<file path="src/rtl/jk_excite_ctrl.sv">
// jk_excite_ctrl: drives a bank of WIDTH JK flops as a checked mod-MOD
// up/down/loadable counter, verifying each transition against q_fb.
//
// Ports:
//   clk, reset          rising-edge clock; async active-high reset
//   cmd_valid/cmd_ready command handshake; cmd, cmd_data (LOAD value)
//   halt                ends a RUN, sampled in SETTLE
//   q_fb                q outputs read back from the JK bank
//   j, k                registered per-bit excitation to the bank
//   busy, tc, err       not idle / verified wrap pulse / sticky error
//
// Build option: JK_TOGGLE_EN selects toggle (j=k=1) excitation for changed
// bits instead of set/reset excitation.

module jk_excite_ctrl #(
  parameter int WIDTH = 4,
  parameter int MOD   = 2**WIDTH
) (
  input  logic             clk,
  input  logic             reset,
  input  logic             cmd_valid,
  output logic             cmd_ready,
  input  logic [2:0]       cmd,
  input  logic [WIDTH-1:0] cmd_data,
  input  logic             halt,
  input  logic [WIDTH-1:0] q_fb,
  output logic [WIDTH-1:0] j,
  output logic [WIDTH-1:0] k,
  output logic             busy,
  output logic             tc,
  output logic             err
);

  localparam logic [WIDTH-1:0] MAXV = WIDTH'(MOD - 1);
  localparam logic [WIDTH:0]   MODV = (WIDTH + 1)'(MOD);

  localparam logic [2:0] C_NOP   = 3'd0;
  localparam logic [2:0] C_CLEAR = 3'd1;
  localparam logic [2:0] C_LOAD  = 3'd2;
  localparam logic [2:0] C_SUP   = 3'd3;
  localparam logic [2:0] C_SDN   = 3'd4;
  localparam logic [2:0] C_RUP   = 3'd5;
  localparam logic [2:0] C_RDN   = 3'd6;

  typedef enum logic [1:0] {
    IDLE,
    DRIVE,
    SETTLE
  } state_t;

  state_t           state;
  logic [WIDTH-1:0] target;
  logic             run;
  logic             dir_up;
  logic             wrap;

  logic             accept;
  logic             q_bad;
  logic             ld_bad;
  logic             go_up;
  logic [WIDTH-1:0] nxt_t;
  logic             nxt_w;

  // Returns {j, k} that move q to t in one edge.
  function automatic logic [2*WIDTH-1:0] excite(
    input logic [WIDTH-1:0] q,
    input logic [WIDTH-1:0] t
  );
`ifdef JK_TOGGLE_EN
    return {q ^ t, q ^ t};
`else
    return {~q & t, q & ~t};
`endif
  endfunction

  assign cmd_ready = (state == IDLE) & ~reset;
  assign busy      = (state != IDLE);
  assign accept    = cmd_valid & cmd_ready;
  assign q_bad     = {1'b0, q_fb} >= MODV;
  assign ld_bad    = {1'b0, cmd_data} >= MODV;

  // Next count from the bank value; direction comes from the new command
  // when idle, otherwise from the running command.
  always_comb begin
    go_up = dir_up;
    if (state == IDLE)
      go_up = (cmd == C_SUP) || (cmd == C_RUP);
    nxt_t = '0;
    nxt_w = 1'b0;
    if (!q_bad) begin
      if (go_up) begin
        nxt_w = (q_fb == MAXV);
        nxt_t = nxt_w ? '0 : q_fb + WIDTH'(1);
      end else begin
        nxt_w = (q_fb == '0);
        nxt_t = nxt_w ? MAXV : q_fb - WIDTH'(1);
      end
    end
  end

  always_ff @(posedge clk or posedge reset) begin
    if (reset) begin
      state  <= IDLE;
      j      <= '0;
      k      <= '0;
      tc     <= 1'b0;
      err    <= 1'b0;
      target <= '0;
      run    <= 1'b0;
      dir_up <= 1'b0;
      wrap   <= 1'b0;
    end else begin
      tc <= 1'b0;
      unique case (state)
        IDLE: begin
          j <= '0;
          k <= '0;
          if (accept) begin
            unique case (cmd)
              C_NOP: ;
              C_CLEAR: begin
                err    <= 1'b0;
                target <= '0;
                {j, k} <= excite(q_fb, '0);
                run    <= 1'b0;
                wrap   <= 1'b0;
                state  <= DRIVE;
              end
              C_LOAD: begin
                if (ld_bad) begin
                  err <= 1'b1;
                end else begin
                  target <= cmd_data;
                  {j, k} <= excite(q_fb, cmd_data);
                  run    <= 1'b0;
                  wrap   <= 1'b0;
                  state  <= DRIVE;
                end
              end
              C_SUP, C_SDN, C_RUP, C_RDN: begin
                if (q_bad)
                  err <= 1'b1;
                target <= nxt_t;
                {j, k} <= excite(q_fb, nxt_t);
                run    <= (cmd == C_RUP) || (cmd == C_RDN);
                dir_up <= go_up;
                wrap   <= nxt_w;
                state  <= DRIVE;
              end
              default: err <= 1'b1;
            endcase
          end
        end
        DRIVE: begin
          j     <= '0;
          k     <= '0;
          state <= SETTLE;
        end
        SETTLE: begin
          if (q_fb != target) begin
            err   <= 1'b1;
            state <= IDLE;
          end else begin
            tc <= wrap;
            if (run && !halt) begin
              target <= nxt_t;
              {j, k} <= excite(q_fb, nxt_t);
              wrap   <= nxt_w;
              state  <= DRIVE;
            end else begin
              state <= IDLE;
            end
          end
        end
        default: state <= IDLE;
      endcase
    end
  end

endmodule

</file>
<file path="config.mk">
export PLATFORM = sky130hd
export DESIGN_NAME = jk_excite_ctrl
export DESIGN_NICKNAME = d
export VERILOG_FILES = /design/src/rtl/jk_excite_ctrl.sv
export SDC_FILE = /design/constraint.sdc
export NUM_CORES = 1
export LEC_CHECK = 0
export CORE_MARGIN = 4
export CORE_UTILIZATION = 53
export DETAILED_ROUTE_END_ITERATION = 10
export PLACE_DENSITY_LB_ADDON = 0.12
export SYNTH_ARGS = -nofsm -noshare
export SYNTH_HDL_FRONTEND = slang
export SYNTH_SLANG_ARGS = --single-unit
</file>
<file path="constraint.sdc">
create_clock -name clk -period 2.8 [get_ports clk]
set_input_delay 0.56 -clock clk [delete_from_list [all_inputs] [get_ports clk]]
set_output_delay 0.56 -clock clk [all_outputs]
set_load 0.02 [all_outputs]
</file>
# Word-level counts from Yosys, hierarchy flattened
# Cells that the tools add are included.
# totals
out_inout_bits	12
regBits	19
in_bits	15
# classes
n_mux	37
n_reduce_logical	22
addsub	2
eq_ne	18
bitwise	10
# ops
operator	n
$mux 4	12
$pmux 4 s3	4
$and 4x4->4	4
$pmux 4 s2	2
$ne 2x2->1 const B	6
$not 4->4	3
$reduce_or 6->1	2
$mux 1	11
$pmux 1 s2	5
$reduce_and 5->1	2
$eq 3x3->1 const B	3
$reduce_and 3->1	3
$eq 3x2->1 const B	2
$pmux 2 s3	1
$reduce_bool 2->1	3
$add 4x1->4 const B	1
$eq 4x4->1 const B	1
$logic_not 4->1	1
$mux 2	2
$ne 4x1->1 const B	1
$ne 4x4->1	1
$reduce_and 4->1	1
$reduce_or 4->1	1
$sub 4x1->4 const B	1
other kinds (14)	16

# Logic depth before layout (Yosys ltp)
# Gate-level depths: netlist of the first run.
# logic_depth
ltp_word	9
depth_mapped	9

# Worst setup path after synthesis of the first run
# OpenSTA, ideal clock, no wires.
# synth_path
kind	reg2reg
from	reg state[0]
to	reg target[1]
path_buffers	2
arrival_time_ps	1954
slack_ps	720
t_required_ps	2675
stages_incl_launch_ff	10
path_cell_list	dfrtp_1 inv_1 ha_1 buf_4 nand3b_4 or3_4 nand2_2 and2_4 buf_6 mux2_4
# synth_via
elab_chain_cells	6
word_cells_on_any_way	17
classes_between	eq/ne: 5; mux: 7; bitwise: 2; reduce/logical: 3
# synth_rtl
element	line_no	source
start, declared	51	state_t state;
start signal, assigned	103	state <= IDLE;
start signal, assigned	127	state <= DRIVE;
start signal, assigned	137	state <= DRIVE;
$logic_not 2->1	76, 86, 114	
$mux 1	86	if (state == IDLE)
$mux 4	91	if (go_up) begin
$pmux 4 s3 / $mux 4 (equally long branches)	119, 165	
$mux 4, on equally long branches	118, 160	
$pmux 4 s2	114	unique case (state)
end signal, assigned	133	target <= cmd_data;
end signal, assigned	143	target <= nxt_t;
end signal, assigned	166	target <= nxt_t;
end, declared	52	logic [WIDTH-1:0] target;
# Several ways; a longest one is shown, not always the timed one. The select of a mux whose other input is x is not followed.
# A chain may end at the register's enable or synchronous reset.

# Worst setup path after layout of the first run
# layout_path
from	reg state[0]
to	out cmd_ready
# layout_via
elab_chain_cells	2
# layout_rtl
element	line_no	source
$logic_not 2->1	76	assign cmd_ready = (state == IDLE) & ~reset;
$and 1x1->1	76	
end, declared	22	output logic cmd_ready,
# No other way between the ends.

==> results.sh, run 1 <==
export IMPL_grt_max_degree=20
export IMPL_period_minus_slack_ps=2651
export IMPL_total_power_mw=1.411
export IMPL_synthFlopType="dfrtp_1"
export IMPL_p_seq_frac=0.303
export IMPL_max_slew_worst_pin_slew_ps=735.3
export IMPL_gp_congestion=0.9876
export IMPL_cts_root_buffer="clkbuf_4"
export IMPL_start_util=0.5647
export IMPL_clock_fmax_ghz=0.3773
export IMPL_status="finished clean"
export IMPL_cp_slowest_stage_delay_ps=600
export IMPL_synth_warnings=0
export IMPL_grt_pass1_vias=1386
export IMPL_finClkSkew_ps=8.955
export IMPL_crit_path_end_kind="primary output"
export IMPL_synth_seq_area_share=0.3002
export IMPL_maxCapViolations=0
export IMPL_cts_sinks=19
export IMPL_hpwl_um=3015
export IMPL_final_cell_mix="clkdlybuf4s50_1, dfrtp_1, nor2_1"
export IMPL_clk_insertion_delay_late_ps=320
export IMPL_syn_nets=194
export IMPL_antenna_found_initial=0
export IMPL_critPathMaxFanout=9
export IMPL_cts_buffer_depth=2
export IMPL_die_h_um=62.67
export IMPL_path_clk_slew_ps=120
export IMPL_htreeDepth=1
export IMPL_postRouteAntennaNets=0
export IMPL_synth_enable_flop_cells=0
export IMPL_cts_tree="yes"
export IMPL_drc=0
export IMPL_routed_via_density=6.295
export IMPL_grt_pass1_wl_um=6617
export IMPL_powerDensity_nw_per_um2=758.6
export IMPL_overflow=0
export IMPL_synth_top_area_share=0.3002
export IMPL_rsz0062_at_grt="no"
export IMPL_grt_use_total=0.2083
export IMPL_p_leak_nw=0.7984
export IMPL_ctsHoldBuffers=0
export IMPL_ys_ff_latch=19
export IMPL_power_frac_comb=0.590
export IMPL_via_count=1429
export IMPL_diodes=0
export IMPL_switching_share=0.4502
export IMPL_fin_crit_sh=0.9467
export IMPL_crit_arrival_ps=2090
export IMPL_slowest_stage="clkdlybuf4s50_1"
export IMPL_synth_area_leader_cell="dfrtp_1"
export IMPL_syn_area_sq_um=1584
export IMPL_avgSynthCellArea_sq_um=9.209
export IMPL_die_area_sq_um=3928
export IMPL_io_pins=27
export IMPL_avgRoutedWirePerCell_um=17.48
export IMPL_maxSlewViolCount=0
export IMPL_critPathMostFrequentCell="inv_1"
export IMPL_synthesis_instances=172
export IMPL_cts_buffers=3
export IMPL_hold_path_class="flop to flop"
export IMPL_wl_um=3967
export IMPL_p_int_mw=0.7760
export IMPL_nets=219
export IMPL_power_net_switching_mw=0.6355
export IMPL_port_buffers=26
export IMPL_first_iter_violations=110
export IMPL_ctsResizeCount=0
export IMPL_final_common_cell="clkdlybuf4s50_1"
export IMPL_peakVddDrop_uv=396.3
export IMPL_synthDistinctLibCells=57
export IMPL_p_clk_frac=0.107
export IMPL_criticalPathCategory="flop to primary output"
export IMPL_drive_gt1_frac=0.1480
export IMPL_die_x_um=62.67
export IMPL_rows=19
export IMPL_synth_area_leaders="dfrtp_1, ha_1, nor2_1"
export IMPL_finalSetupViolCount=0
export IMPL_core_area_sq_um=2805
export IMPL_areaGrowthSynthToFinish_pct=17.46
export IMPL_start_kind="flop"
export IMPL_fillers=241
export IMPL_drt_pass1_iter_count=4
export IMPL_post_cts_buffers=0
export IMPL_maxSlewHeadroom=0.5093
export IMPL_finalHoldViolations=0
export IMPL_async_flop_share=1.000
export IMPL_required_ps=2240
export IMPL_worstPathCellList="inv_1 -> ha_1 -> inv_1 -> nor2_1 -> clkdlybuf4s50_1"
export IMPL_setup_tns_ps=0
## cell usage after synthesis (3+ instances only)
master	instances
dfrtp_1	19
buf_6	5
a31oi_1	5
o31a_1	3
nand3_1	3
inv_1	9
xor2_2	3
nor2_1	17
clkbuf_1	3
nor3_1	5
a21oi_1	11
mux2i_1	4
ha_1	7
nand2b_1	4
o21ai_0	9
nand2_1	12
## flip-flops by register name (all words and copies together) (netlist names)
register,count
j,4
k,4
target,4
state,2
dir_up,1
err,1
run,1
tc,1
wrap,1
## cell families after synthesis
group           after synthesis  synth area share
flops                        19            0.3002
buf+inv                      19           0.07187
fa+ha+maj                     7           0.05529
xor+xnor                      6           0.05214
compound gates               56            0.2567
simple gates                 57            0.2054
mux                           8           0.05845
## through the flow
| stage | worst slack [ps] | cells | util | area (sq um) | hold WS [ps] |
|---|---|---|---|---|---|
| 3_5_place_dp | 127.8 | 223 | 0.6534 | 1833 | 481.4 |
| 6_report | 149.3 | 227 | 0.6632 | 1861 | 506.8 |
| 4_1_cts | 149.5 | 227 | 0.6632 | 1861 | 509.4 |
| 3_3_place_gp | 150.0 | 223 | 0.6534 | 1833 | 464.0 |
| 2_1_floorplan | 720.5 | 172 | - | 1584 | 473.0 |
| 5_1_grt | 12.99 | 227 | 0.6632 | 1861 | 542.9 |
## worst paths after layout
| path | startpoint | to | slack (ps) | cells after the start |
|---|---|---|---|---|
| setup / recovery | state[0] | cmd_ready | 150 | 5 |
| hold / removal | k[2] | k[2] | 510 | 2 |
| setup reg to reg | state[0] | target[1] | 440 | 7 |
| hold reg to reg | k[2] | k[2] | 510 | 2 |
| max in group asynchronous | reset | run | 1610 | 2 |
| min in group asynchronous | reset | k[1] | 720 | 2 |
## power by group through the flow
stage / Combinational (mW) / Sequential (mW) / Clock [mW]
6_report: 0.832 / 0.428 / 0.151
5_1_grt: 0.902 / 0.441 / 0.164
4_1_cts: 0.829 / 0.428 / 0.151
3_5_place_dp: 0.823 / 0.432 / 0
3_3_place_gp: 0.811 / 0.425 / 0
2_1_floorplan: 0.588 / 0.452 / 0
## critical path, delay by kind of cell, from the launching register on
kind,cells,cell delay [ps]
DFF,1,430
and+or+nand+nor,1,110
buffers and inverters,3,810
adders and majority gates,1,410
## per-layer routing
metal,vias up,part of all wire,track usage
met4,0,0.015,0.08264
li1,669,-,-
met2,77,0.49,0.3422
met3,7,0.097,0.02518
met1,676,0.40,0.2774
met5,-,0,0
## cell type report
class,count,area (sq um),area share
Multi-Input combinational cell,134,994.7,0.5346
Sequential cell,19,475.5,0.2555
Timing Repair Buffer,30,290.3,0.1560
Tap cell,31,38.79,0.02085
Inverter,9,33.78,0.01816
Clock buffer,3,22.52,0.01210
Clock inverter,1,5.005,0.002690
Note: power is estimated with default switching activity, not from simulation.
==> inputs of run 2 (changes only) <==
--- a/config.mk
+++ b/config.mk
@@ -6,7 +6,7 @@
 export NUM_CORES = 1
 export LEC_CHECK = 0
 export CORE_MARGIN = 4
-export CORE_UTILIZATION = 53
+export CORE_UTILIZATION = 57
 export DETAILED_ROUTE_END_ITERATION = 10
 export PLACE_DENSITY_LB_ADDON = 0.12
 export SYNTH_ARGS = -nofsm -noshare
==> constraint.sdc (replaced) <==
create_clock -name clk -period 3.2 [get_ports clk]
set_input_delay 0.64 -clock clk [delete_from_list [all_inputs] [get_ports clk]]
set_output_delay 0.64 -clock clk [all_outputs]
set_load 0.02 [all_outputs]
==> run 2 against run 1 <==
Net effect: critical path depth did not move; final cell count fell by 2.2%; total power fell by 13%; worst hold slack got worse by 9.4 ps; clock skew fell by 7.0 ps; setup slack improved by 260 ps; sequential share of layout area rose by 0.44 points; combinational power fell by 13%; routed wire length rose by 1.6%; global-route usage rose by 3.2 points; first-iteration DRC count rose by 4.5%; utilization rose by 4.9 points; critical endpoint unchanged; largest cell class unchanged.
==> results.sh, run 2 (same netlist as run 1, synthesis figures left out) <==
export IMPL_top_regs="j: 4 flops, k: 4 flops, target: 4 flops"
export IMPL_wl_um=4030
export IMPL_total_power_mw=1.230
export IMPL_overflow=0
export IMPL_antenna_found_initial=0
export IMPL_cts_buffer_depth=2
export IMPL_fin_crit_sh=0.8720
export IMPL_port_buffers=26
export IMPL_finalSetupViolCount=0
export IMPL_cts_sinks=19
export IMPL_dpl_cell_count=218
export IMPL_drc=0
export IMPL_grt_max_degree=20
export IMPL_path_clk_slew_ps=120
export IMPL_grt_pass1_vias=1434
export IMPL_worstPathCellList="inv_1 -> ha_1 -> inv_1 -> nor2_1 -> clkdlybuf4s50_1"
export IMPL_critPathMostFrequentCell="inv_1"
export IMPL_post_cts_buffers=0
export IMPL_clk_insertion_delay_late_ps=320
export IMPL_path_buf_inv=3
export IMPL_finClkSkew_ps=1.971
export IMPL_die_area_sq_um=3686
export IMPL_final_cell_mix="clkdlybuf4s50_1, dfrtp_1, nor2_1"
export IMPL_maxSlewHeadroom=0.5033
export IMPL_drive_gt1_frac=0.1302
export IMPL_max_slew_worst_pin_slew_ps=744.2
export IMPL_avgRoutedWirePerCell_um=18.15
export IMPL_rows=18
export IMPL_required_ps=2560
export IMPL_grt_pass1_wl_um=6610
export IMPL_hold_path_class="flop to flop"
export IMPL_p_leak_nw=0.7791
export IMPL_cp_slowest_stage_delay_ps=610
export IMPL_drt_pass1_iter_count=4
export IMPL_cp_top_family="buffers and inverters"
export IMPL_final_common_cell="clkdlybuf4s50_1"
export IMPL_slowest_stage="clkdlybuf4s50_1"
export IMPL_crit_arrival_ps=2150
export IMPL_period_minus_slack_ps=2790
export IMPL_cts_root_buffer="clkbuf_4"
export IMPL_status="finished clean"
export IMPL_rsz0062_at_grt="no"
export IMPL_postRouteAntennaNets=0
export IMPL_io_pins=27
export IMPL_cts_tree="yes"
export IMPL_peakVddDrop_uv=437.3
export IMPL_clock_fmax_ghz=0.3584
export IMPL_routed_via_density=6.401
export IMPL_stdcell_count=222
export IMPL_areaGrowthSynthToFinish_pct=15.48
export IMPL_grt_use_total=0.2400
export IMPL_criticalPathCategory="flop to primary output"
export IMPL_setup_tns_ps=0
export IMPL_first_iter_violations=115
export IMPL_gp_congestion=0.9453
export IMPL_maxSlewViolCount=0
export IMPL_crit_path_end_kind="primary output"
export IMPL_ctsResizeCount=0
export IMPL_critPathMaxFanout=9
export IMPL_maxCapViolations=0
export IMPL_via_count=1421
export IMPL_nets=215
export IMPL_die_x_um=60.72
export IMPL_htreeDepth=1
export IMPL_die_h_um=60.72
export IMPL_cts_buffers=3
export IMPL_hpwl_um=3007
export IMPL_diodes=0
export IMPL_start_kind="flop"
export IMPL_core_area_sq_um=2567
export IMPL_powerDensity_nw_per_um2=672.4
export IMPL_ctsHoldBuffers=0
export IMPL_finalHoldViolations=0
export IMPL_start_util=0.6170
run 2: cell type report:
| class | count | area [sq um] |
|---|---|---|
| Multi-Input combinational cell | 134 | 994.7 |
| Fill cell | 206 | 738.2 |
| Sequential cell | 19 | 475.5 |
| Timing Repair Buffer | 26 | 260.3 |
| Tap cell | 30 | 37.54 |
| Inverter | 9 | 33.78 |
| Clock buffer | 3 | 22.52 |
| Clock inverter | 1 | 5.005 |
run 2: metal layers:
metal  vias to the layer above  wire, um  global-route usage
li1                        664         -                   -
met1                       683      1760              0.3114
met2                        63      1905              0.4015
met3                        11       263             0.03191
met4                         0       102             0.09907
met5                         -         0                   0
run 2: worst paths after layout:
| kind | slack (ps) | depth (start not counted) | from | to |
|---|---|---|---|---|
| min in group asynchronous | 810 | 2 | reset | k[1] |
| max in group asynchronous | 1930 | 2 | reset | state[1] |
| max | 410 | 5 | state[0] | cmd_ready |
| min | 500 | 2 | j[1] | j[1] |
| min reg2reg | 500 | 2 | j[1] | j[1] |
| max reg2reg | 790 | 7 | state[0] | wrap |
run 2: report_power, final:
group,total (mW),internal [mW],switching (mW)
Clock,0.136,0.0469,0.0889
Sequential,0.372,0.316,0.0566
Combinational,0.722,0.311,0.411
Total,1.23,0.673,0.556
run 2: worst register-to-register path, stage by stage (launching register included):
cell and delay (ps):
dfrtp_1 440, inv_1 120, ha_1 440, nand3b_4 200, or3_4 460, nand2_2 160
and2_4 210, mux2_4 300
run 2: metrics by stage:
stage               cell area, sq um    util  worst slack [ps]  hold slack, ps
floorplan                       1584       -              1086           473.0
global placement                1802  0.7018             450.4           464.4
detailed placement              1802  0.7018             433.7           462.5
CTS                             1829  0.7125             441.1           497.7
global route                    1829  0.7125             320.9           514.3
finish                          1829  0.7125             409.7           497.4
==> inputs of run 3 (changes only) <==
==> constraint.sdc (replaced) <==
create_clock -name clk -period 3.2 [get_ports clk]
set_input_delay 0.32 -clock clk [delete_from_list [all_inputs] [get_ports clk]]
set_output_delay 0.32 -clock clk [all_outputs]
set_load 0.02 [all_outputs]
==> results of run 3 <==
The final DEF is identical to that of run 2. Status: finished clean.
Main changes from that run: final weighted congestion in routability-driven placement 0.9453 -> 0.9448; setup slack after placement 433.7 ps -> 753.7 ps; setup slack after layout 409.7 ps -> 729.7 ps; hold slack 497.4 ps -> 488.7 ps
